`config.mk`:
```
export PLATFORM = sky130hd
export DESIGN_NAME = sha256_wsched_rev
export DESIGN_NICKNAME = d
export VERILOG_FILES = /design/src/rtl/sha256_wsched_rev.sv
export SDC_FILE = /design/constraint.sdc
export NUM_CORES = 1
export LEC_CHECK = 0
export ABC_CLOCK_PERIOD_IN_PS = 14690
export BUFFER_PORTS_ARGS = -buffer_cell sky130_fd_sc_hd__buf_4
export CAP_MARGIN = 20
export CORE_ASPECT_RATIO = 1.25
export CORE_UTILIZATION = 44
export DETAILED_ROUTE_END_ITERATION = 16
export PLACE_DENSITY = 0.71
export RECOVER_POWER = 50
export REMOVE_ABC_BUFFERS = 1
export SLEW_MARGIN = 15
export SYNTH_ARGS = -nofsm -noshare
export SYNTH_HDL_FRONTEND = slang
export SYNTH_SLANG_ARGS = --single-unit
export TNS_END_PERCENT = 20
```
`constraint.sdc`:
```
create_clock -name clk_i -period 14.69 [get_ports clk_i]
set_clock_uncertainty 0.05 [all_clocks]
set_input_delay 0.7345 -clock clk_i [delete_from_list [all_inputs] [get_ports clk_i]]
set_output_delay 0.7345 -clock clk_i [all_outputs]
set_load 0.05 [all_outputs]
```
`src/rtl/sha256_wsched_rev.sv`:
```
// Reverse SHA-256 message-schedule unit.
// Loads the last sixteen schedule words W48..W63 and then regenerates W47, W46, ... one word per
// accepted output beat. Each step inverts the forward expansion:
//   W[t-16] = W[t] - s1(W[t-2]) - W[t-7] - s0(W[t-15])
// Ports:
//   clk_i        clock
//   rst_i        synchronous reset, active-high
//   in_valid_i   load word valid
//   in_ready_o   load word accepted when in_valid_i & in_ready_o
//   in_word_i    load word, W48 first ... W63 last
//   out_valid_o  regenerated word valid
//   out_ready_i  consumer ready
//   out_word_o   regenerated word, W47 first, descending
//   out_last_o   high with the final word
//   done_o       one-cycle pulse on the cycle after the final beat
module sha256_wsched_rev #(
  parameter int unsigned NUM_OUT = 48
) (
  input  logic        clk_i,
  input  logic        rst_i,
  input  logic        in_valid_i,
  output logic        in_ready_o,
  input  logic [31:0] in_word_i,
  output logic        out_valid_o,
  input  logic        out_ready_i,
  output logic [31:0] out_word_o,
  output logic        out_last_o,
  output logic        done_o
);

  localparam logic [5:0] NumOutW = 6'(NUM_OUT);

  typedef enum logic [1:0] {StLoad, StPrime, StOut} state_t;

  state_t      state;
  state_t      state_next;
  logic [31:0] r [16];          // r[k] holds W[base+k]
  logic [4:0]  ld_cnt;
  logic [5:0]  out_cnt;
  logic [31:0] prev_word;

  function automatic logic [31:0] sig0(input logic [31:0] x);
    return {x[6:0], x[31:7]} ^ {x[17:0], x[31:18]} ^ (x >> 3);
  endfunction

  function automatic logic [31:0] sig1(input logic [31:0] x);
    return {x[16:0], x[31:17]} ^ {x[18:0], x[31:19]} ^ (x >> 10);
  endfunction

  // W[base-1], the word that precedes the current window
  assign prev_word = r[15] - sig1(r[13]) - r[8] - sig0(r[0]);

  // State register
  always_ff @(posedge clk_i) begin
    if (rst_i) begin
      state <= StLoad;
    end else begin
      state <= state_next;
    end
  end

  // Next-state logic
  always_comb begin
    state_next = state;
    case (state)
      StLoad: begin
        if (in_valid_i && (ld_cnt == 5'd15)) state_next = StPrime;
      end
      StPrime: state_next = StOut;
      StOut: begin
        if (out_ready_i && (out_cnt == NumOutW)) state_next = StLoad;
      end
      default: state_next = StLoad;
    endcase
  end

  // Combinational outputs
  always_comb begin
    in_ready_o = (state == StLoad);
  end

  // Datapath and registered outputs
  always_ff @(posedge clk_i) begin
    if (rst_i) begin
      for (int k = 0; k < 16; k++) r[k] <= '0;
      ld_cnt      <= '0;
      out_cnt     <= '0;
      out_valid_o <= 1'b0;
      out_word_o  <= '0;
      out_last_o  <= 1'b0;
      done_o      <= 1'b0;
    end else begin
      done_o <= 1'b0;
      case (state)
        StLoad: begin
          if (in_valid_i) begin
            for (int k = 0; k < 15; k++) r[k] <= r[k+1];
            r[15]  <= in_word_i;
            ld_cnt <= ld_cnt + 5'd1;
          end
        end
        StPrime: begin
          out_word_o <= prev_word;
          r[0]       <= prev_word;
          for (int k = 1; k < 16; k++) r[k] <= r[k-1];
          out_cnt     <= 6'd1;
          out_valid_o <= 1'b1;
          out_last_o  <= (NumOutW == 6'd1);
        end
        StOut: begin
          if (out_ready_i) begin
            if (out_cnt < NumOutW) begin
              out_word_o <= prev_word;
              r[0]       <= prev_word;
              for (int k = 1; k < 16; k++) r[k] <= r[k-1];
              out_cnt    <= out_cnt + 6'd1;
              out_last_o <= ((out_cnt + 6'd1) == NumOutW);
            end else begin
              // final word consumed; out_word_o keeps its value
              out_valid_o <= 1'b0;
              out_last_o  <= 1'b0;
              done_o      <= 1'b1;
              ld_cnt      <= '0;
            end
          end
        end
        default: ;
      endcase
    end
  end

endmodule

```
==> impl_metrics.tcl <==
set metrics [dict create \
    status "finished, violations left" \
    violations "capacitance limit, slew limit" \
    drt-initial-drc-count 1494 \
    dr.pass1.iters 5 \
    synth-warning-count 0 \
    cp_num_buf_inv 3 \
    core_area_um2 60910 \
    portBuffers 71 \
    antenna_found_initial 0 \
    ys_ff_latch 560 \
    nNetsFinal 2161 \
    syn2layout_area_growth_pct 9.644 \
    fin_crit_ps 8814 \
    drv_cap 10 \
    seqPwrFrac_pct 40.3 \
    worstMarginPinSlew_ps 4138 \
    switching_share_pct 35.38 \
    cts_setup_buffers 0 \
    setup_tns_ps 0 \
    power_density_nw_per_um2 162.4 \
    drtAntennaViolNets 0 \
    p_switching_mw 1.713 \
    grt_overflow_total 0 \
    cts_resized 0 \
    grt_pass1_vias 17150 \
    slowest_stage "nand2_1" \
    remaining_drc_errors 0 \
    required_ps 14960 \
    htree_levels 2 \
    pwr-share-clk_pct 28.1 \
    clock_latency_ps 620 \
    power_mw 4.840 \
    die_x_um 224.3 \
    setup_violations 0 \
    vias 17160 \
    cts_buffers 55 \
    grt_pass1_wl_mm 106.4 \
    pin_count 72 \
    wl_per_cell_um 23.90 \
    clk_pin_slew_ps 60 \
    die_h_um 279.9 \
    worstPathMaxFanout 85 \
    slew_headroom_pct -175.9 \
    ys_async_sr_fraction_pct 0 \
    path_cells "nor2_1 -> nor3_4 -> clkbuf_1 -> nand2_1 -> buf_4 -> buf_16" \
    utilization_pct 48.93 \
    pre_cts_ws_ps 9627 \
    startpoint_type "register" \
    start_util_pct 44.62 \
    diodes 0 \
    grtUsageTotal_pct 22.24 \
    drive_gt1_share_pct 6.805 \
    synth_edf_count 512 \
    ctsLongestPathBuffers 3 \
    final-hold-violation-count 0 \
    critical_path.top_delay_family "buffers and inverters" \
    setup_slack_ps 5876 \
    internal_power_mw 3.128 \
    n_fill_cell 5370 \
    cp.arrival_ps 9090 \
    synth_area_um2 27180 \
    hpwl_mm 46.41 \
    drt-total-wl_mm 69.21 \
    cellLeakagePower_nw 11.83 \
    synthCells 2038 \
    cts_tree "done" \
    clock-root-buffer "clkbuf_16" \
    rows 101 \
    post_drt_via_cell_ratio 5.925 \
    ys_seq_area_share_pct 60.10 \
    p_comb_share_pct 31.5 \
    synth_cell_type_count 61 \
    synth.avg_cell_area_um2 13.34 \
    period_share_pct 60.00 \
    cts_hold_buffers 0 \
    max_freq_mhz 113.5 \
    path_class "register to register" \
    grt_max_degree 222 \
    cp-end-kind "register" \
    vdd_drop_max_uv 94.94 \
    hp-class "primary input to register" \
    synthFlopType "edfxtp_1" \
    max_stage_delay_ps 3320 \
    clkSinkCount 560 \
    rsz0062_at_grt "no" \
    gp_congestion 0.9798 \
    die_area_um2 62780 \
    drv_slew 566 \
]
-- state kept, by name, indices dropped and copies added, names as in the netlist --
name and count:
out_word_o 32, out_last_o 1, r 512, state 2, out_valid_o 1, ld_cnt 5
done_o 1, out_cnt 6
-- synth_stat cells (3+ instances only) --
cell type	count	area [um^2]
a211oi_1	10	75.07
a211o_1	5	43.79
nand3_1	20	100.1
nor3b_1	3	22.52
xor2_1	60	525.5
fa_1	62	1241
buf_1	3	11.26
o21ai_1	3	15.01
o21ai_0	50	250.2
and2_1	5	31.28
nor2_1	37	138.9
a21o_1	11	82.58
edfxtp_1	512	15370
xnor2_1	82	718.2
ha_1	37	462.9
o211ai_1	4	30.03
nor4_1	3	18.77
mux2i_1	6	60.06
o21a_1	7	52.55
clkbuf_1	98	367.9
a31oi_1	6	37.54
nand2b_1	8	50.05
nor3_1	11	55.05
o21bai_1	4	30.03
a41oi_1	3	26.28
o31ai_1	5	37.54
a22o_1	477	4178
buf_2	32	160.2
nand2_1	130	488.0
a21oi_1	42	210.2
a31o_2	3	26.28
buf_4	27	202.7
dfxtp_1	48	960.9
and3_1	6	37.54
a21boi_0	3	22.52
inv_1	168	630.6
nor2b_1	5	31.28
and4_1	4	35.03
nand4_1	11	68.82
-- power groups by stage --
stage / registers (mW) / clock network, mW / logic, mW
after floorplan: 1.94 / 0 / 1.05
after global placement: 1.98 / 0 / 1.51
after detailed placement: 1.98 / 0 / 1.51
after CTS: 1.95 / 1.38 / 1.52
after global routing: 1.96 / 1.44 / 1.68
final: 1.95 / 1.36 / 1.53
-- layer usage --
layer | part of all wire (%) | up-vias | wire (um) | track usage, %
li1 | - | 7689 | - | -
met1 | 42 | 8813 | 29050 | 29.91
met2 | 50 | 545 | 34470 | 37.16
met3 | 4.8 | 111 | 3323 | 2.748
met4 | 3.4 | 0 | 2368 | 7.762
met5 | 0 | - | 0 | 0
-- kinds of logic (layout without fill, tap and decap cells) --
| logic type | count (synthesis) | count (layout) | share of synthesized area (%) |
|---|---|---|---|
| muxes | 7 | 7 | 0.2762 |
| AOI/OAI and AO/OA | 651 | 651 | 19.52 |
| buffers and inverters | 328 | 362 | 5.050 |
| DFF | 560 | 560 | 60.10 |
| xor gates and xnor gates | 142 | 142 | 4.576 |
| and+or+nand+nor | 251 | 251 | 4.203 |
| adders and majority gates | 99 | 99 | 6.270 |
-- cell type report --
class                   instances  area, um^2  share of cell area (%)
inverters                     168       630.6                   2.116
flip-flops and latches        560       16340                   54.82
multi-input cells            1150        9483                   31.82
clock inverters                35       265.3                  0.8901
repair buffers                 91       610.6                   2.049
well taps                     824        1031                   3.460
clock buffers                  68        1445                   4.849
-- stage by stage --
stage	hold slack, ps	cell area (um^2)	cells
floorplan	375.1	26440	1878
global placement	384.4	28190	2789
finish	356.9	29800	2896
global route	346.0	29800	2896
CTS	334.1	29900	2892
detailed placement	385.2	28190	2789
-- worst paths after layout --
kind,from,endpoint,slack [ps],depth (start not counted)
max,state[1],r[0][142],5880,6
min,rst_i,state[1],360,2
max reg2reg,state[1],r[0][142],5880,6
min reg2reg,out_word_o[3],out_word_o[3],390,2
-- placed cells by master (no fill, tap or decap), types with 5 or more instances in the layout --
cell type / instances
a21o_1: 11
fa_1: 62
a22o_1: 477
a211o_1: 5
inv_1: 168
nor3_1: 11
nand3_1: 20
xor2_1: 60
edfxtp_1: 512
and3_1: 6
a21oi_1: 42
nand2b_1: 8
clkbuf_16: 55
clkinv_2: 11
dfxtp_1: 48
o31ai_1: 5
buf_4: 42
ha_1: 37
o21a_1: 7
o21ai_0: 50
a211oi_1: 10
nand2_1: 129
clkbuf_1: 55
nor2_1: 36
and2_1: 5
xnor2_1: 82
nand4_1: 11
mux2i_1: 6
a31oi_1: 6
nor2b_1: 5
clkinv_1: 14
Power figures use the tool's default switching activity.
